--- src/rtl/riscv_lsu_pkg.sv ---
// Shared types and constants for the riscv_lsu load/store unit and its lane-steering helper.
package riscv_lsu_pkg;

   typedef enum logic [2:0] {
      MASK_B      = 3'b000,
      MASK_H      = 3'b001,
      MASK_X      = 3'b010,
      MASK_B_SEXT = 3'b100,
      MASK_H_SEXT = 3'b101
   } MASK_SEL;

   typedef enum logic [1:0] {IDLE, REQ, WAIT_R, DONE} LSU_STATE;

   typedef enum logic [1:0] {SZ_B, SZ_H, SZ_W} ACC_SIZE;

   localparam logic [3:0] LSU_STRB_B = 4'b0001;
   localparam logic [3:0] LSU_STRB_H = 4'b0011;
   localparam logic [3:0] LSU_STRB_W = 4'b1111;

   // Unlisted MASK_SEL encodings fall back to a full-word access.
   function automatic ACC_SIZE accSize(input MASK_SEL maskSel);
      case (maskSel)
         MASK_B, MASK_B_SEXT: accSize = SZ_B;
         MASK_H, MASK_H_SEXT: accSize = SZ_H;
         default:             accSize = SZ_W;
      endcase
   endfunction

endpackage

--- src/rtl/riscv_lsu_align.sv ---
// Combinational byte-lane steering: store strobes/replicated data and load right-alignment.
module riscv_lsu_align
   import riscv_lsu_pkg::*;
#(
   parameter int WORD_LENGTH = 32,
   parameter int STRB_WIDTH  = WORD_LENGTH / 8
) (
   input  ACC_SIZE                st_size_i,
   input  logic [1:0]             st_off_i,
   input  logic [WORD_LENGTH-1:0] st_data_i,
   output logic [STRB_WIDTH-1:0]  st_strb_o,
   output logic [WORD_LENGTH-1:0] st_data_o,
   input  ACC_SIZE                ld_size_i,
   input  logic [1:0]             ld_off_i,
   input  logic [WORD_LENGTH-1:0] ld_rdata_i,
   output logic [WORD_LENGTH-1:0] ld_data_o
);

   // Half accesses only look at addr[1]; addr[0] is dropped, as are both bits for words.
   always_comb begin
      st_strb_o = LSU_STRB_W;
      st_data_o = st_data_i;
      case (st_size_i)
         SZ_B: begin
            st_strb_o = LSU_STRB_B << st_off_i;
            st_data_o = {4{st_data_i[7:0]}};
         end
         SZ_H: begin
            st_strb_o = LSU_STRB_H << {st_off_i[1], 1'b0};
            st_data_o = {2{st_data_i[15:0]}};
         end
         default: ;
      endcase
   end

   // Upper bits pass through unmasked; the downstream mask stage clears or extends them.
   always_comb begin
      ld_data_o = ld_rdata_i;
      case (ld_size_i)
         SZ_B:    ld_data_o = ld_rdata_i >> {ld_off_i, 3'b000};
         SZ_H:    ld_data_o = ld_rdata_i >> {ld_off_i[1], 4'b0000};
         default: ;
      endcase
   end

endmodule

--- src/rtl/riscv_lsu.sv ---
// Load/store unit: one op at a time over a valid/ready RAM port, right-aligned load data out.
// Defining RISCV_LSU_MISALIGN_TRAP_EN adds a fault output that traps misaligned half/word ops.
module riscv_lsu
   import riscv_lsu_pkg::*;
#(
   parameter int WORD_LENGTH = 32,
   parameter int STRB_WIDTH  = WORD_LENGTH / 8
) (
   input  logic                   clk,
   input  logic                   rst_n,
   input  logic                   req_valid,
   output logic                   req_ready,
   input  logic                   req_we,
   input  logic [WORD_LENGTH-1:0] req_addr,
   input  logic [WORD_LENGTH-1:0] req_wdata,
   input  MASK_SEL                req_mask_sel,
   output logic                   mem_req_valid,
   input  logic                   mem_req_ready,
   output logic [WORD_LENGTH-1:0] mem_addr,
   output logic                   mem_we,
   output logic [STRB_WIDTH-1:0]  mem_wstrb,
   output logic [WORD_LENGTH-1:0] mem_wdata,
   input  logic                   mem_rvalid,
   input  logic [WORD_LENGTH-1:0] mem_rdata,
   output logic [WORD_LENGTH-1:0] ram_data,
   output MASK_SEL                ram_mask_sel,
   output logic                   load_done,
   output logic                   store_done,
   output logic                   busy
`ifdef RISCV_LSU_MISALIGN_TRAP_EN
   ,
   output logic                   fault
`endif
);

   LSU_STATE               state_q, state_d;
   logic [WORD_LENGTH-1:0] addr_q, addr_d;
   logic [WORD_LENGTH-1:0] wdata_q, wdata_d;
   logic [WORD_LENGTH-1:0] ramData_q, ramData_d;
   logic [STRB_WIDTH-1:0]  wstrb_q, wstrb_d;
   ACC_SIZE                size_q, size_d;
   MASK_SEL                maskSel_q, maskSel_d;
   MASK_SEL                ramMaskSel_q, ramMaskSel_d;
   logic                   we_q, we_d;
   logic                   trapped;

   ACC_SIZE                reqSize;
   logic [STRB_WIDTH-1:0]  stStrb;
   logic [WORD_LENGTH-1:0] stData;
   logic [WORD_LENGTH-1:0] ldData;

   assign reqSize = accSize(req_mask_sel);

   riscv_lsu_align #(
      .WORD_LENGTH(WORD_LENGTH),
      .STRB_WIDTH (STRB_WIDTH)
   ) u_align (
      .st_size_i (reqSize),
      .st_off_i  (req_addr[1:0]),
      .st_data_i (req_wdata),
      .st_strb_o (stStrb),
      .st_data_o (stData),
      .ld_size_i (size_q),
      .ld_off_i  (addr_q[1:0]),
      .ld_rdata_i(mem_rdata),
      .ld_data_o (ldData)
   );

`ifdef RISCV_LSU_MISALIGN_TRAP_EN
   logic fault_q, fault_d;
   assign trapped = fault_q;
   assign fault   = (state_q == DONE) && fault_q;
`else
   assign trapped = 1'b0;
`endif

   always_comb begin
      state_d      = state_q;
      addr_d       = addr_q;
      wdata_d      = wdata_q;
      wstrb_d      = wstrb_q;
      size_d       = size_q;
      maskSel_d    = maskSel_q;
      we_d         = we_q;
      ramData_d    = ramData_q;
      ramMaskSel_d = ramMaskSel_q;
`ifdef RISCV_LSU_MISALIGN_TRAP_EN
      fault_d      = fault_q;
`endif
      case (state_q)
         IDLE: begin
            if (req_valid) begin
               addr_d    = req_addr;
               size_d    = reqSize;
               maskSel_d = req_mask_sel;
               we_d      = req_we;
               wstrb_d   = stStrb;
               wdata_d   = stData;
               state_d   = REQ;
`ifdef RISCV_LSU_MISALIGN_TRAP_EN
               fault_d   = ((reqSize == SZ_H) && req_addr[0]) ||
                           ((reqSize == SZ_W) && (req_addr[1:0] != 2'b00));
               if (fault_d) state_d = DONE;
`endif
            end
         end
         REQ: begin
            // A zero-wait RAM may return read data in the same cycle it accepts the request.
            if (mem_req_ready) begin
               if (we_q) begin
                  state_d = DONE;
               end else if (mem_rvalid) begin
                  ramData_d    = ldData;
                  ramMaskSel_d = maskSel_q;
                  state_d      = DONE;
               end else begin
                  state_d = WAIT_R;
               end
            end
         end
         WAIT_R: begin
            if (mem_rvalid) begin
               ramData_d    = ldData;
               ramMaskSel_d = maskSel_q;
               state_d      = DONE;
            end
         end
         DONE:    state_d = IDLE;
         default: state_d = IDLE;
      endcase
   end

   always_ff @(posedge clk or negedge rst_n) begin
      if (!rst_n) begin
         state_q      <= IDLE;
         addr_q       <= '0;
         wdata_q      <= '0;
         wstrb_q      <= '0;
         size_q       <= SZ_W;
         maskSel_q    <= MASK_X;
         we_q         <= 1'b0;
         ramData_q    <= '0;
         ramMaskSel_q <= MASK_X;
`ifdef RISCV_LSU_MISALIGN_TRAP_EN
         fault_q      <= 1'b0;
`endif
      end else begin
         state_q      <= state_d;
         addr_q       <= addr_d;
         wdata_q      <= wdata_d;
         wstrb_q      <= wstrb_d;
         size_q       <= size_d;
         maskSel_q    <= maskSel_d;
         we_q         <= we_d;
         ramData_q    <= ramData_d;
         ramMaskSel_q <= ramMaskSel_d;
`ifdef RISCV_LSU_MISALIGN_TRAP_EN
         fault_q      <= fault_d;
`endif
      end
   end

   assign req_ready     = (state_q == IDLE);
   assign busy          = (state_q != IDLE);
   assign mem_req_valid = (state_q == REQ);
   assign mem_addr      = {addr_q[WORD_LENGTH-1:2], 2'b00};
   assign mem_we        = we_q;
   assign mem_wstrb     = wstrb_q;
   assign mem_wdata     = wdata_q;
   assign ram_data      = ramData_q;
   assign ram_mask_sel  = ramMaskSel_q;
   assign load_done     = (state_q == DONE) && !we_q && !trapped;
   assign store_done    = (state_q == DONE) && we_q && !trapped;

endmodule

--- config.mk ---
export PLATFORM = sky130hd
export DESIGN_NAME = riscv_lsu
export DESIGN_NICKNAME = d
export VERILOG_FILES = /design/src/rtl/riscv_lsu_pkg.sv /design/src/rtl/riscv_lsu_align.sv /design/src/rtl/riscv_lsu.sv
export SDC_FILE = /design/constraint.sdc
export NUM_CORES = 1
export LEC_CHECK = 0
export CAP_MARGIN = 20
export CELL_PAD_IN_SITES_DETAIL_PLACEMENT = 1
export CELL_PAD_IN_SITES_GLOBAL_PLACEMENT = 2
export CORE_UTILIZATION = 30
export CTS_CLUSTER_DIAMETER = 150
export DETAILED_ROUTE_END_ITERATION = 8
export GPL_ROUTABILITY_DRIVEN = 1
export PLACE_DENSITY_LB_ADDON = 0.1
export SLEW_MARGIN = 20
export SYNTH_ARGS = -nofsm -noshare
export SYNTH_HDL_FRONTEND = slang
export SYNTH_HIERARCHICAL = 1
export SYNTH_SLANG_ARGS = --single-unit
--- constraint.sdc ---
create_clock -name clk -period 2 [get_ports clk]
set_input_delay 0.4 -clock clk [delete_from_list [all_inputs] [get_ports clk]]
set_output_delay 0.4 -clock clk [all_outputs]
set_load 0.02 [all_outputs]
=== After elaboration in Yosys (flattened, before gate mapping) ===
Cells that the tools add are included.

* Eq/ne operators: 12
* Shift-type cells: 4
* Multiplexer cells: 18
* Reduce and logical (&&, ||, !) cells: 14

{| class="wikitable"
|+ Operators with widths
! operator !! number
|-
| case mux 32 bit (2 select lines) || 3
|-
| 2-to-1 mux 32 bit || 3
|-
| right shift 32 x 5 -> 32 bit || 2
|-
| 2-to-1 mux 3 bit || 3
|-
| case mux 2 bit (4 select lines) || 1
|-
| case mux 4 bit (2 select lines) || 1
|-
| equality test 2 x 1 -> 1 bit (second input constant) || 3
|-
| equality test 3 bit (second input constant) || 2
|-
| logical NOT 2 bit || 3
|-
| 2-to-1 mux 2 bit || 3
|-
| != test 2 bit (second input constant) || 3
|-
| case mux 3 bit (2 select lines) || 1
|-
| AND reduction 3 bit || 2
|-
| equality test 2 bit (second input constant) || 2
|-
| case mux 2 bit (2 select lines) || 1
|-
| nonzero test 2 bit || 2
|-
| OR reduction 2 bit || 2
|-
| << shifter 1 x 2 -> 4 bit (first input constant) || 1
|-
| << shifter 2 x 2 -> 4 bit (first input constant) || 1
|-
| equality test 3 x 1 -> 1 bit (second input constant) || 1
|-
| logical NOT 3 bit || 1
|-
| logical AND 1 bit || 2
|-
| 2-to-1 mux 1 bit || 2
|-
| != test 2 x 1 -> 1 bit (second input constant) || 1
|-
| 2 further kinds || 2
|}

* Bits in registers: 111
* Input bits: 105
* Output and inout port bits: 109
* Logic and storage cells: 57

=== Logic depth before layout (Yosys ltp) ===
Gate-level depths: netlist (run 1).

* Depth after elaboration: 6
* Depth in mapped cells: 7
* Mapped depth without buffers: 5

=== By module ===
Netlist (run 1), hierarchy kept.

{| class="wikitable"
|+ By module, submodules not included
! module !! times used !! cells an instance !! area each (um^2) !! seq. area each (um^2)
|-
| riscv_lsu || 1 || 291 || 4873.4 || 2781.4
|-
| riscv_lsu_align || 1 || 176 || 1336.3 || 0.0
|}

=== Worst setup path after synthesis (run 1) ===
Ideal clock, no wire load.

* Path type: reg2reg
* From: register state_q[1]
* To: register ramData_q[10], in the netlist ram_data[10]
* Arrival time: 1579 ps
* Data required time: 1875 ps
* Setup slack: 296 ps
* Stages on the path, launching flop included: 7
* Buffers on the path: 1
* Period minus slack after synthesis: 1704 ps
* Path through: dfrtp_1 -> inv_1 -> ha_1 -> nand4b_1 -> nand2_2 -> buf_6 -> mux2_4

* Longest elaborated chain between the ends: 3
* Elaborated cells between the ends (all ways): 7

{| class="wikitable"
|+ Ends and longest elaborated chain
! item !! line !! text
|-
| from (decl) || riscv_lsu.sv:36 || <nowiki>LSU_STATE state_q, state_d;</nowiki>
|-
| from (signal assigned) || riscv_lsu.sv:148 || <nowiki>state_q <= state_d;</nowiki>
|-
| equality test 2 x 1 -> 1 bit * || -- ||
|-
| named net mem_req_valid || riscv_lsu.sv:17 || <nowiki>output logic mem_req_valid,</nowiki>
|-
| != test 2 bit (no source line) (tied with other cells) || -- ||
|-
| AND reduction 3 bit (no source line) || -- ||
|-
| to (signal assigned) || riscv_lsu.sv:155 || <nowiki>ramData_q <= ramData_d;</nowiki>
|-
| to (decl) || riscv_lsu.sv:39 || <nowiki>logic [WORD_LENGTH-1:0] ramData_q, ramData_d;</nowiki>
|}

Mark *: on every way through the listed nets, which the timed path passes. The rest lies on a longest branch.
A chain may end at the register's enable or synchronous reset.

=== Worst setup path in the final report (run 1) ===
* From: register ramMaskSel_q[1], in the netlist ram_mask_sel[1]
* To: output ram_mask_sel[1]

{| class="wikitable"
|+ RTL lines
! item !! line !! text
|-
| from (decl) || riscv_lsu.sv:43 || <nowiki>MASK_SEL ramMaskSel_q, ramMaskSel_d;</nowiki>
|-
| from (signal assigned) || riscv_lsu.sv:156 || <nowiki>ramMaskSel_q <= ramMaskSel_d;</nowiki>
|-
| to (decl) || riscv_lsu.sv:26 || <nowiki>output MASK_SEL ram_mask_sel,</nowiki>
|}

No word-level cell between the ends.

==> results of run 1 <==
final timing paths:
check                                        to  slack, ns            start  cells after the start
worst max-delay path            ram_mask_sel[1]       0.11  ram_mask_sel[1]                      1
worst min-delay path               ram_data[28]     -0.001            rst_n                      1
worst max register to register        addr_q[5]       0.25       state_q[0]                      6
worst min register to register     maskSel_q[1]       0.46     maskSel_q[1]                      2
max in group asynchronous             size_q[1]       1.36            rst_n                      2
min in group clk                   maskSel_q[1]       0.46     maskSel_q[1]                      2
area by class of cell:
cell class | count | share of cell area
clock buffers | 10 | 0.0274
clock inverters | 6 | 0.00602
inverters | 14 | 0.00602
multi-input cells | 273 | 0.328
flip-flops and latches | 111 | 0.319
well taps | 270 | 0.0387
repair buffers | 238 | 0.276
synthesized netlist by cell type, types with 3 or more instances:
cell	instances
mux2i_1	16
nand2_1	21
inv_1	13
buf_6	14
nor2b_1	12
nand3_1	9
nor2_1	3
nor4bb_1	8
mux2_4	88
buf_2	8
o311ai_2	8
buf_4	40
clkbuf_1	7
and2_1	9
o2bb2ai_1	8
a31oi_1	8
o21ai_0	8
o21bai_1	4
ha_1	4
o21ai_1	8
dfrtp_1	108
a222oi_1	8
mux2_2	36
dfstp_2	3
registers in the layout, indices dropped and copies added, names as in the netlist:
signal        count
addr_q           32
mem_wdata        32
ram_data         32
mem_wstrb         4
maskSel_q         3
ram_mask_sel      3
size_q            2
state_q           2
mem_we            1
logic make-up after synthesis:
group | count (synthesis) | synth area share
DFF | 111 | 0.448
and+or+nand+nor | 70 | 0.0687
adders and majority gates | 4 | 0.00806
other | 1 | 0.000604
muxes | 140 | 0.304
AOI/OAI and AO/OA | 57 | 0.0774
buffers and inverters | 84 | 0.0935
layer usage:
metal	up-vias	wire, um	GRT usage
met1	2135	7430	0.205
met2	137	8570	0.286
met5	-	0	0
met3	20	1150	0.0520
li1	1989	-	-
met4	0	263	0.0479
cell usage in the layout (no fill, tap or decap), drive strengths merged, types with 4 or more instances in the layout:
master	count
ha	4
mux2i	16
clkdlybuf4s50	205
nand3	9
a222oi	8
nand2	22
o21ai	16
nor2b	12
o311ai	8
dfrtp	108
nor4bb	8
buf	28
mux2	124
inv	15
clkbuf	10
o2bb2ai	8
dlygate4sd2	5
and2	9
a31oi	8
o21bai	4
through the flow:
step / setup slack [ns] / power (uW) / cells / area, um^2
after floorplan: 0.296 / 9650 / 468 / 6210
after global placement: -0.0734 / 12500 / 906 / 8450
after detailed placement: -0.0716 / 12600 / 906 / 8450
after CTS: 0.0718 / 14500 / 922 / 8730
after global routing: 0.0284 / 15100 / 922 / 8730
final: 0.106 / 14300 / 922 / 8730
power groups by stage:
stage	combinational [uW]	sequential, uW	clock (uW)
2_1_floorplan	4770	4870	0
3_3_place_gp	8360	4120	0
3_5_place_dp	8470	4150	0
4_1_cts	8460	4150	1920
5_1_grt	8850	4300	1980
6_report	8340	4130	1820
what timing repair did:
item / in CTS / in global routing
hold buffers: 0 / 0
resized for setup: 5 / 0
endpoints found under the setup margin: 5 / 0
==> impl_metrics.yaml, run 1 <==
final_layout:
  antenna_cells: 0
  fill_cells: 2105
  nets: 756
  drive_gt1_frac: 0.282
  post-route-util: 0.431
  syn_to_final_growth_pct: 40.6
  multiInputGateArea_um2: 2860
  ff_latch_area_um2: 2780
global_routing:
  grt_use_total: 0.169
  grt_pass1_vias: 4875
  grt_pass1_wl_um: 27700
  gr-total-overflow: 0
  antenna_found_initial: 0
  grt_max_degree: 44
critical_path:
  required_ns: 1.60
  cp_slowest_stage_delay_ns: 0.60
  crit_arrival_ns: 1.49
  path_cells: "clkdlybuf4s50_1"
  crit_buf_inv: 1
  crit_path_end_kind: "output port"
  cp_top_family: "buffers and inverters"
  crit_slowest_cell: "clkdlybuf4s50_1"
  crit_path_start_kind: "register"
  crit_type: "reg -> out"
  cp_max_fo: 2
power_and_ir_drop:
  power.density_nw_per_um2: 1640
  ir_drop_v: 0.000620
  pwr-share-clk: 0.127
  p_leak_uw: 0.00386
  p_switching_uw: 5390
  seq_power_share: 0.289
  internal_power_uw: 8890
  p_sw_frac: 0.378
  p_comb_frac: 0.584
floorplan:
  core-area_um2: 20200
  row_count: 52
  die_height_um: 146
  die-area_um2: 21300
  initial_utilization: 0.307
  num_io_pins: 214
  die_width_um: 146
status:
  violations: "negative hold slack"
  outcome: "finished, violations left"
drt:
  via_per_inst: 4.64
  first_pass_iters: 5
  via_count: 4281
  ant_nets: 0
  drtIter0Drc: 145
  finalWirelength_um: 17400
  wl_per_cell_um: 18.9
  drc: 0
timing:
  whs_ns: -0.00126
  drv_slew: 0
  worst_pin_slew_ns: 0.563
  fin_crit_sh: 0.947
  fin_crit_ns: 1.89
  final-setup-viol-count: 0
  rsz0062_at_grt: "no"
  finalHoldViolCount: 1
  finClkSkew_ns: 0.00500
  relSlewSlack: 0.625
  fin_tns_setup_ns: 0
  fmax_mhz: 528
yosys:
  synth_seq_cells: 111
  syn_area_per_cell_um2: 13.3
  async_reset_ff_frac: 1.00
  syn_area_um2: 6210
  synth.area.top_cells: "dfrtp_1 44%, mux2_4 21%, mux2_2 6.5%, buf_4 4.8%, mux2i_1 2.6%"
  netlist-cell-type-count: 40
  yosys_warnings: 6
  netlist_instances: 467
  yosysTopAreaCellShare: 0.435
  synth_top_flop_cell: "dfrtp_1"
  synth-seq-area-share: 0.448
  synth_area_leader_cell: "dfrtp_1"
  synth_edf_count: 0
clocking:
  clk_latency_ns: 0.36
  clock_path_buffers: 2
  ctsHtreeMaxLevel: 3
  cts_setup_buffers: 0
  cts_root_buf: "clkbuf_16"
  cts.clk_slew.worst_paths_ns: 0.08
  numCtsBuffers: 9
  tritoncts: "yes"
  cts.sinks: 111
job:
  maxCapViolCount: 0
hold_path:
  hp-class: "in -> async"
place:
  gp_congestion: 0.789
  hpwl_um: 12900
  portBuffers: 211
Power figures use the tool's default switching activity.
==> run 2: changes to the inputs <==
- CORE_UTILIZATION: 30 -> 32
- clock period: 2 -> 2.3 ns (I/O delays scaled with it)
==> run 2 against run 1 <==
  * The flow now finishes without violations
  * Global-route usage increased by 0.77 points
  * Clock-buffer cell count grew 1
  * Cell area decreased by 1.0%
  * Critical path depth increased by 2
  * Final cell count is 2.3% lower
  * Clock power shrank 13%
  * Flip-flop and latch count is the same
  * Critical endpoint is now mem_req_valid
  * Highest routed layer unchanged
==> impl_metrics.yaml, run 2 (same netlist as run 1, synthesis figures left out) <==
floorplan:
  initial_utilization: 0.329
  die-area_um2: 20000
  die_width_um: 141
  num_io_pins: 214
  row_count: 50
  die_height_um: 141
  core-area_um2: 18900
clocking:
  cts.sinks: 111
  clock_path_buffers: 2
  post_cts_resized: 2
  tritoncts: "yes"
  cts_setup_buffers: 0
  clk_latency_ns: 0.36
  ctsHtreeMaxLevel: 3
  numCtsBuffers: 9
  cts.clk_slew.worst_paths_ns: 0.08
  ctsHoldBuffers: 0
  cts_root_buf: "clkbuf_16"
critical_path:
  cp_max_fo: 5
  crit_path_start_kind: "register"
  crit_path_end_kind: "output port"
  crit_type: "reg -> out"
  crit_slowest_cell: "clkdlybuf4s50_1"
  required_ns: 1.84
  cp_slowest_stage_delay_ns: 0.64
  path_cells: "inv_1 -> ha_1 -> clkdlybuf4s50_1"
  crit_arrival_ns: 1.76
final_layout:
  drive_gt1_frac: 0.270
  fin_cells: 901
  fill_cells: 1982
  multiInputGateArea_um2: 2860
  layout_common_cells: "208 x clkdlybuf4s50_1, 108 x dfrtp_1, 88 x mux2_4"
  antenna_cells: 0
  syn_to_final_growth_pct: 39.2
  post-route-util: 0.457
  ff_latch_area_um2: 2780
  nets: 745
  final_common_cell: "clkdlybuf4s50_1"
job:
  maxCapViolCount: 0
global_routing:
  grt_use_total: 0.176
  top_usage_layer: "met2"
  grt_pass1_wl_um: 27100
  antenna_found_initial: 0
  grt_use_met1: 0.220
  grt.met2_usage: 0.291
  grt_max_degree: 41
  grt_util_met3: 0.0516
  grt_pass1_vias: 4747
  gr-total-overflow: 0
drt:
  first_pass_iters: 5
  drtIter0Drc: 154
  wl_per_cell_um: 18.9
  drc: 0
  via_per_inst: 4.72
  finalWirelength_um: 17000
  via_count: 4252
  ant_nets: 0
timing:
  relSlewSlack: 0.627
  finClkSkew_ns: 0.00884
  fmax_mhz: 450
  final-setup-viol-count: 0
  worst_pin_slew_ns: 0.557
  fin_crit_sh: 0.966
  rsz0062_at_grt: "no"
  fin_crit_ns: 2.22
  fin_tns_setup_ns: 0
  finalHoldViolCount: 0
  drv_slew: 0
place:
  gp_congestion: 0.813
  hpwl_um: 12600
  portBuffers: 211
  dp.cells: 885
power_and_ir_drop:
  p_leak_uw: 0.00378
  ir_drop_v: 0.000488
  power.density_nw_per_um2: 1430
status:
  outcome: "complete, no violations"
hold_path:
  hp-class: "in -> async"
## run 2: cell types whose count changed in the layout (fill, tap and decap cells not counted)
cell	previous run	this run
buf_4	20	9
clkbuf_8	1	2
clkdlybuf4s50_1	205	208
clkinv_4	2	0
clkinvlp_4	2	4
dlygate4sd2_1	5	2
inv_6	1	0
## run 2: metal layers
layer | up-vias | part of all wire
met5 | - | 0
li1 | 1962 | -
met4 | 0 | 0.015
met1 | 2138 | 0.42
met3 | 13 | 0.080
met2 | 139 | 0.49
## run 2: area by class of cell
cell class | instances | area share
Multi-Input combinational cell | 273 | 0.331
Sequential cell | 111 | 0.322
Timing Repair Buffer | 227 | 0.269
Tap cell | 260 | 0.0376
Clock buffer | 11 | 0.0292
Inverter | 14 | 0.00608
Clock inverter | 5 | 0.00478
## run 2: final timing paths
| path | depth (start not counted) | slack, ns | end | startpoint |
|---|---|---|---|---|
| setup reg to reg | 3 | 0.40 | ram_data[17] | size_q[1] |
| hold reg to reg | 2 | 0.46 | maskSel_q[1] | maskSel_q[1] |
| min in group clk | 2 | 0.46 | maskSel_q[1] | maskSel_q[1] |
| hold / removal | 1 | 0.05 | ram_data[28] | rst_n |
| max in group asynchronous | 2 | 1.57 | size_q[1] | rst_n |
| setup / recovery | 3 | 0.08 | mem_req_valid | state_q[1] |
## run 2: stage by stage
stage	worst slack [ns]	instance area, um^2	hold WS (ns)	power (uW)
floorplan	0.576	6210	0.164	8390
global route	0.00925	8640	0.0908	13100
global placement	0.117	8350	0.446	10800
CTS	0.0386	8640	0.0585	12600
detailed placement	0.0759	8350	0.458	10900
finish	0.0781	8640	0.0504	12400
## run 2: where the power goes
group / switching, uW / total (uW) / internal (uW)
clock: 781 / 1580 / 804
combinational: 3210 / 7170 / 3960
sequential: 659 / 3620 / 2960
## run 2: critical path, delay by kind of cell (launching register included)
| family | cells | cell delay, ns |
|---|---|---|
| buffers and inverters | 2 | 0.74 |
| flip-flops | 1 | 0.42 |
| adder cells (fa/ha/maj) | 1 | 0.25 |
